===== src/rtl/piso_pkg.sv =====
// Shared types and sizing helpers for the parallel-in/serial-out transmitter.
// Optional macro PISO_PARITY_EN appends an even-parity bit to every frame.
package piso_pkg;

    typedef enum logic {
        IDLE  = 1'b0,
        SHIFT = 1'b1
    } piso_state_e;

`ifdef PISO_PARITY_EN
    localparam int PISO_PARITY_BITS = 1;
`else
    localparam int PISO_PARITY_BITS = 0;
`endif

    // Sized for WIDTH+1 so the parity-extended frame always fits.
    function automatic int piso_cnt_width(input int width);
        return $clog2(width + 1);
    endfunction

endpackage


===== src/rtl/piso_bit_counter.sv =====
// Bit-position counter shared by the serial transmitter and receiver.
// Supports load-to-zero, increment, and terminal-count flags for now and next cycle.
module piso_bit_counter
    import piso_pkg::*;
#(
    parameter int CNT_W    = 4,
    parameter int TERMINAL = 7
) (
    input  logic             clock,
    input  logic             reset,
    input  logic             load_zero,
    input  logic             inc,
    output logic [CNT_W-1:0] cnt,
    output logic             tc,
    output logic             tc_next
);

    localparam logic [CNT_W-1:0] TERM = CNT_W'(TERMINAL);

    logic [CNT_W-1:0] cnt_q;
    logic [CNT_W-1:0] cnt_d;

    always_comb begin
        cnt_d = cnt_q;
        if (load_zero) begin
            cnt_d = '0;
        end else if (inc) begin
            cnt_d = cnt_q + CNT_W'(1);
        end
    end

    always_ff @(posedge clock) begin
        if (reset) begin
            cnt_q <= '0;
        end else begin
            cnt_q <= cnt_d;
        end
    end

    assign cnt     = cnt_q;
    assign tc      = (cnt_q == TERM);
    assign tc_next = (cnt_d == TERM);

endmodule


===== src/rtl/piso_serializer.sv =====
// Parallel-in/serial-out transmitter: valid/ready word input, one bit per clock out.
// Build with PISO_PARITY_EN defined to append an even-parity bit after the data bits.
module piso_serializer
    import piso_pkg::*;
#(
    parameter int WIDTH     = 8,
    parameter bit MSB_FIRST = 1'b1
) (
    input  logic             clock,
    input  logic             reset,
    input  logic             load_valid,
    output logic             load_ready,
    input  logic [WIDTH-1:0] load_data,
    output logic             ser_out,
    output logic             ser_valid,
    output logic             ser_last,
    output logic             busy
);

    localparam int FRAME = WIDTH + PISO_PARITY_BITS;
    localparam int CNT_W = piso_cnt_width(WIDTH);

    piso_state_e      state_q;
    piso_state_e      state_d;
    logic [WIDTH-1:0] shift_q;
    logic [WIDTH-1:0] shift_d;
    logic             ser_out_q;
    logic             ser_out_d;
    logic             ser_valid_q;
    logic             ser_valid_d;
    logic             ser_last_q;
    logic             ser_last_d;

    logic             accept;
    logic             cnt_load;
    logic             cnt_inc;
    logic [CNT_W-1:0] cnt;
    logic             cnt_tc;
    logic             cnt_tc_next;
    logic             next_bit;
    logic             tail_bit;

`ifdef PISO_PARITY_EN
    logic parity_q;
    logic parity_d;

    assign tail_bit = parity_q;
`else
    assign tail_bit = 1'b0;
`endif

    piso_bit_counter #(
        .CNT_W    (CNT_W),
        .TERMINAL (FRAME - 1)
    ) u_bit_counter (
        .clock     (clock),
        .reset     (reset),
        .load_zero (cnt_load),
        .inc       (cnt_inc),
        .cnt       (cnt),
        .tc        (cnt_tc),
        .tc_next   (cnt_tc_next)
    );

    // Ready in IDLE, or in the final frame bit so a new word can follow with no gap.
    assign load_ready = !reset && ((state_q == IDLE) || ((state_q == SHIFT) && cnt_tc));
    assign accept     = load_valid && load_ready;

    always_comb begin
        next_bit = MSB_FIRST ? shift_q[WIDTH-1] : shift_q[0];
        if ((PISO_PARITY_BITS != 0) && (cnt == CNT_W'(WIDTH - 1))) begin
            next_bit = tail_bit;
        end
    end

    always_comb begin
        state_d     = state_q;
        shift_d     = shift_q;
        ser_out_d   = 1'b0;
        ser_valid_d = 1'b0;
        cnt_load    = 1'b0;
        cnt_inc     = 1'b0;
`ifdef PISO_PARITY_EN
        parity_d    = parity_q;
`endif

        // The first bit goes straight to the output register; the rest stay queued.
        if (accept) begin
            state_d     = SHIFT;
            cnt_load    = 1'b1;
            ser_valid_d = 1'b1;
            ser_out_d   = MSB_FIRST ? load_data[WIDTH-1] : load_data[0];
            shift_d     = MSB_FIRST ? (load_data << 1) : (load_data >> 1);
`ifdef PISO_PARITY_EN
            parity_d    = ^load_data;
`endif
        end else if (state_q == SHIFT) begin
            if (!cnt_tc) begin
                cnt_inc     = 1'b1;
                ser_valid_d = 1'b1;
                ser_out_d   = next_bit;
                shift_d     = MSB_FIRST ? (shift_q << 1) : (shift_q >> 1);
            end else begin
                state_d  = IDLE;
                cnt_load = 1'b1;
                shift_d  = '0;
`ifdef PISO_PARITY_EN
                parity_d = 1'b0;
`endif
            end
        end
    end

    assign ser_last_d = ser_valid_d && cnt_tc_next;

    always_ff @(posedge clock) begin
        if (reset) begin
            state_q     <= IDLE;
            shift_q     <= '0;
            ser_out_q   <= 1'b0;
            ser_valid_q <= 1'b0;
            ser_last_q  <= 1'b0;
`ifdef PISO_PARITY_EN
            parity_q    <= 1'b0;
`endif
        end else begin
            state_q     <= state_d;
            shift_q     <= shift_d;
            ser_out_q   <= ser_out_d;
            ser_valid_q <= ser_valid_d;
            ser_last_q  <= ser_last_d;
`ifdef PISO_PARITY_EN
            parity_q    <= parity_d;
`endif
        end
    end

    assign ser_out   = ser_out_q;
    assign ser_valid = ser_valid_q;
    assign ser_last  = ser_last_q;
    assign busy      = ser_valid_q;

endmodule


===== config.mk =====
export PLATFORM = sky130hd
export DESIGN_NAME = piso_serializer
export DESIGN_NICKNAME = d
export VERILOG_FILES = /design/src/rtl/piso_pkg.sv /design/src/rtl/piso_bit_counter.sv /design/src/rtl/piso_serializer.sv
export SDC_FILE = /design/constraint.sdc
export NUM_CORES = 1
export LEC_CHECK = 0
export BUFFER_PORTS_ARGS = -buffer_cell sky130_fd_sc_hd__buf_2
export CAP_MARGIN = 20
export CORE_AREA = 3 3 40 42
export CTS_CLUSTER_SIZE = 40
export DETAILED_ROUTE_END_ITERATION = 12
export DIE_AREA = 0 0 43 45
export PLACE_DENSITY_LB_ADDON = 0.15
export SYNTH_ARGS = -nofsm -noshare
export SYNTH_HDL_FRONTEND = slang
export SYNTH_SLANG_ARGS = --single-unit

===== constraint.sdc =====
create_clock -name clock -period 3.6 [get_ports clock]
set_input_delay 0.54 -clock clock [delete_from_list [all_inputs] [get_ports clock]]
set_output_delay 0.54 -clock clock [all_outputs]
set_load 0.03 [all_outputs]

==> results.cfg <==
[floorplan]
std_cell_rows = 13
chipHeight_um = 45
pin_count = 16
die_area_um2 = 1935
initial_core_util_pct = 49.56
core_region_area_um2 = 1285
dieWidth_um = 43

[yosys]
synth_xor_area_share_pct = 1.375
synth_adder_area_share_pct = 1.965
synth_top_family_by_area = simple AND/OR/NAND/NOR gates
postSynthAreaPerCell_um2 = 8.271
synth_compound_area_share_pct = 16.31
syn_inst = 77
synth_nets = 89
yosys.area_share.simple_pct = 27.50
yosysWarnings = 0
synthMuxAreaShare_pct = 1.572
ys_ff_latch = 14
synth_area_um2 = 636.9
synth.distinct_cells = 26
ys_seq_area_share_pct = 44.01

[routing]
drt-initial-drc-count = 8
num_vias = 556
routed_wl_mm = 1.227
ant_nets = 0
viasPerCell = 5.245
drc = 0
avgRoutedWirePerCell_um = 11.58
drt-pass1-iter-count = 3

[cells_and_area]
antenna_cells = 0
layout-drive-gt1-share_pct = 26.37
syn_to_final_growth_pct = 14.93
nNetsFinal = 104

[pwr]
vdd_drop_max_uv = 234.5
pwr_density_cell_nw_per_um2 = 439.9
seqPwrFrac_pct = 52.3
internal-power_uw = 239.5
clkPwrFrac_pct = 34.4
p_sw_uw = 82.51
comb_power_share_pct = 13.3
swShare_pct = 25.62
leakage_nw = 0.2957

[timing]
fmax_mhz = 498.5
skew_ps = 6.165
worstMarginPinSlew_ps = 400.9
tns_ps = 0
finalSetupViolations = 0
period_needed_ps = 2006
hold_violations = 0
setup_ws_ps = 1594
slew_violations = 0
finalCritPeriodShare_pct = 55.73
rsz0062_at_grt = no
max_slew_margin_pct = 73.24

[worst_setup_path]
r2r_end = ser_last$_SDFF_PP0_
crit_type = reg -> out
r2r_start = u_bit_counter.cnt[0]$_SDFF_PP0_
crit_required_ps = 3060
end_kind = output port
worstPathArrival_ps = 1470
rrSetupSlack_ps = 2200
critPathMaxFanout = 12
startpoint_type = flip-flop
reg2reg_depth = 5

[worst_hold_path]
whs_endpoint = ser_out$_SDFF_PP0_
min_path_cells = 2
hp-start = shift_q[7]$_SDFFE_PP0P_
hold_class = reg -> reg

[cts]
cts_tree = done
root_buffer = clkbuf_4
cts-buffers-inserted = 3
cts.htree.levels = 1
path_clk_slew_ps = 90
cts_resized = 0
post_cts_buffers = 0
cts_hold_buffers = 0
clkSinkCount = 14
cts_buffer_depth = 2
worstSkewPairLatency_ps = 270

[global_routing]
grt_max_degree = 14
grt_pass1_vias = 486
grt_first_pass_wirelength_mm = 2.076
track_usage_pct = 14.30
grt_antenna_before_repair = 0
grt.overflow.total = 0

[placed_design]
hpwl_um = 881.9
place_congestion = 0.8063
numPortBuffers = 15
dp_slack_ps = 1892

[job]
max_cap_viol_count = 0

[status]
outcome = finished clean
[cells in the mapped netlist]
cell,n,area (µm²)
nand4_1,1,6.260
a31oi_1,7,43.79
nand3b_1,2,15.01
ha_1,1,12.51
and2_4,1,8.760
o21ai_2,1,8.760
a211oi_1,1,7.510
nor4_2,1,12.51
dfxtp_1,14,280.3
a22oi_1,1,7.510
nand3_1,7,35.03
inv_1,2,7.510
buf_2,1,5.000
buf_4,2,15.01
a21oi_4,1,16.27
inv_2,1,3.750
nand2_1,15,56.30
o21ai_1,2,10.01
mux2i_1,1,10.01
a21oi_1,1,5.000
nor3b_1,1,7.510
o21ai_0,1,5.000
buf_6,1,11.26
xnor2_1,1,8.760
nor2_1,9,33.78
clkbuf_1,1,3.750
[power groups by stage]
stage               sequential [mW]  combinational [mW]  clock [mW]
finish                        0.168              0.0429       0.111
global route                  0.169              0.0480       0.121
CTS                           0.168              0.0434       0.115
detailed placement            0.172              0.0433           0
global placement              0.172              0.0428           0
floorplan                     0.172              0.0324           0
[cells by family after synthesis]
group / after synthesis
buffers and inverters: 8
and+or+nand+nor: 37
DFF: 14
AOI/OAI and AO/OA: 15
xor gates and xnor gates: 1
muxes: 1
adders and majority gates: 1
[worst max-delay path, cell delays in order (launching register included)]
cell	delay, ps
dfxtp_1	370
ha_1	210
nand3b_1	110
and2_4	220
nor2_1	90
buf_2	200
[through the flow]
step | instances | instance area, µm² | hold WS, ps | power (mW) | utilization, %
after floorplan | 77 | 636.9 | 432.1 | 0.2043 | -
after global placement | 102 | 695.7 | 456.2 | 0.2146 | 54.14
after detailed placement | 102 | 695.7 | 459.2 | 0.2152 | 54.14
after CTS | 106 | 732.0 | 471.8 | 0.3269 | 56.96
after global routing | 106 | 732.0 | 489.5 | 0.3385 | 56.96
final | 106 | 732.0 | 467.4 | 0.3220 | 56.96
[cells in the final DEF (no fill, tap or decap)]
| cell type | instances |
|---|---|
| nand2_1 | 15 |
| buf_2 | 15 |
| a21oi_4 | 1 |
| a31oi_1 | 7 |
| o21ai_2 | 1 |
| xnor2_1 | 1 |
| dfxtp_1 | 14 |
| o21ai_0 | 1 |
| nor4_2 | 1 |
| and2_4 | 1 |
| nand3_1 | 7 |
| inv_1 | 2 |
| a211oi_1 | 1 |
| clkbuf_8 | 1 |
| nor3b_1 | 1 |
| nor2_1 | 9 |
| a22oi_1 | 1 |
| o21ai_1 | 2 |
| nand4_1 | 1 |
| inv_2 | 1 |
| nand3b_1 | 2 |
| a21oi_1 | 1 |
| clkbuf_4 | 3 |
| ha_1 | 1 |
| mux2i_1 | 1 |
[layer usage]
layer  GRT usage (%)  part of all wire (%)
met5               0                     0
met4           7.229                   1.1
met3           2.390                   4.3
met2           20.96                    39
met1           20.24                    56
[flip-flops by register name, summed over array words and instances (netlist names)]
signal,cells
shift_q,7
u_bit_counter.cnt,4
busy,1
ser_last,1
ser_out,1
[how the worst max path moves through the flow]
stage,startpoint,end,slack (ps),depth (start not counted)
2_1_floorplan,u_bit_counter.cnt[0]$_SDFF_PP0_,load_ready,1720,5
3_3_place_gp,u_bit_counter.cnt[0]$_SDFF_PP0_,load_ready,1920,5
3_5_place_dp,u_bit_counter.cnt[0]$_SDFF_PP0_,load_ready,1890,5
4_1_cts,u_bit_counter.cnt[0]$_SDFF_PP0_,load_ready,1580,5
5_1_grt,u_bit_counter.cnt[0]$_SDFF_PP0_,load_ready,1470,5
6_report,u_bit_counter.cnt[0]$_SDFF_PP0_,load_ready,1590,5
[cell type report]
cell class	instances	area, µm²
timing repair buffer	15	75.07
clock buffer	4	36.28
inverter	3	11.26
sequential	14	280.3
tap	15	18.77
multi-input combinational	55	310.3
fill	112	553.0
No activity file was read; power rests on OpenSTA's default activity.
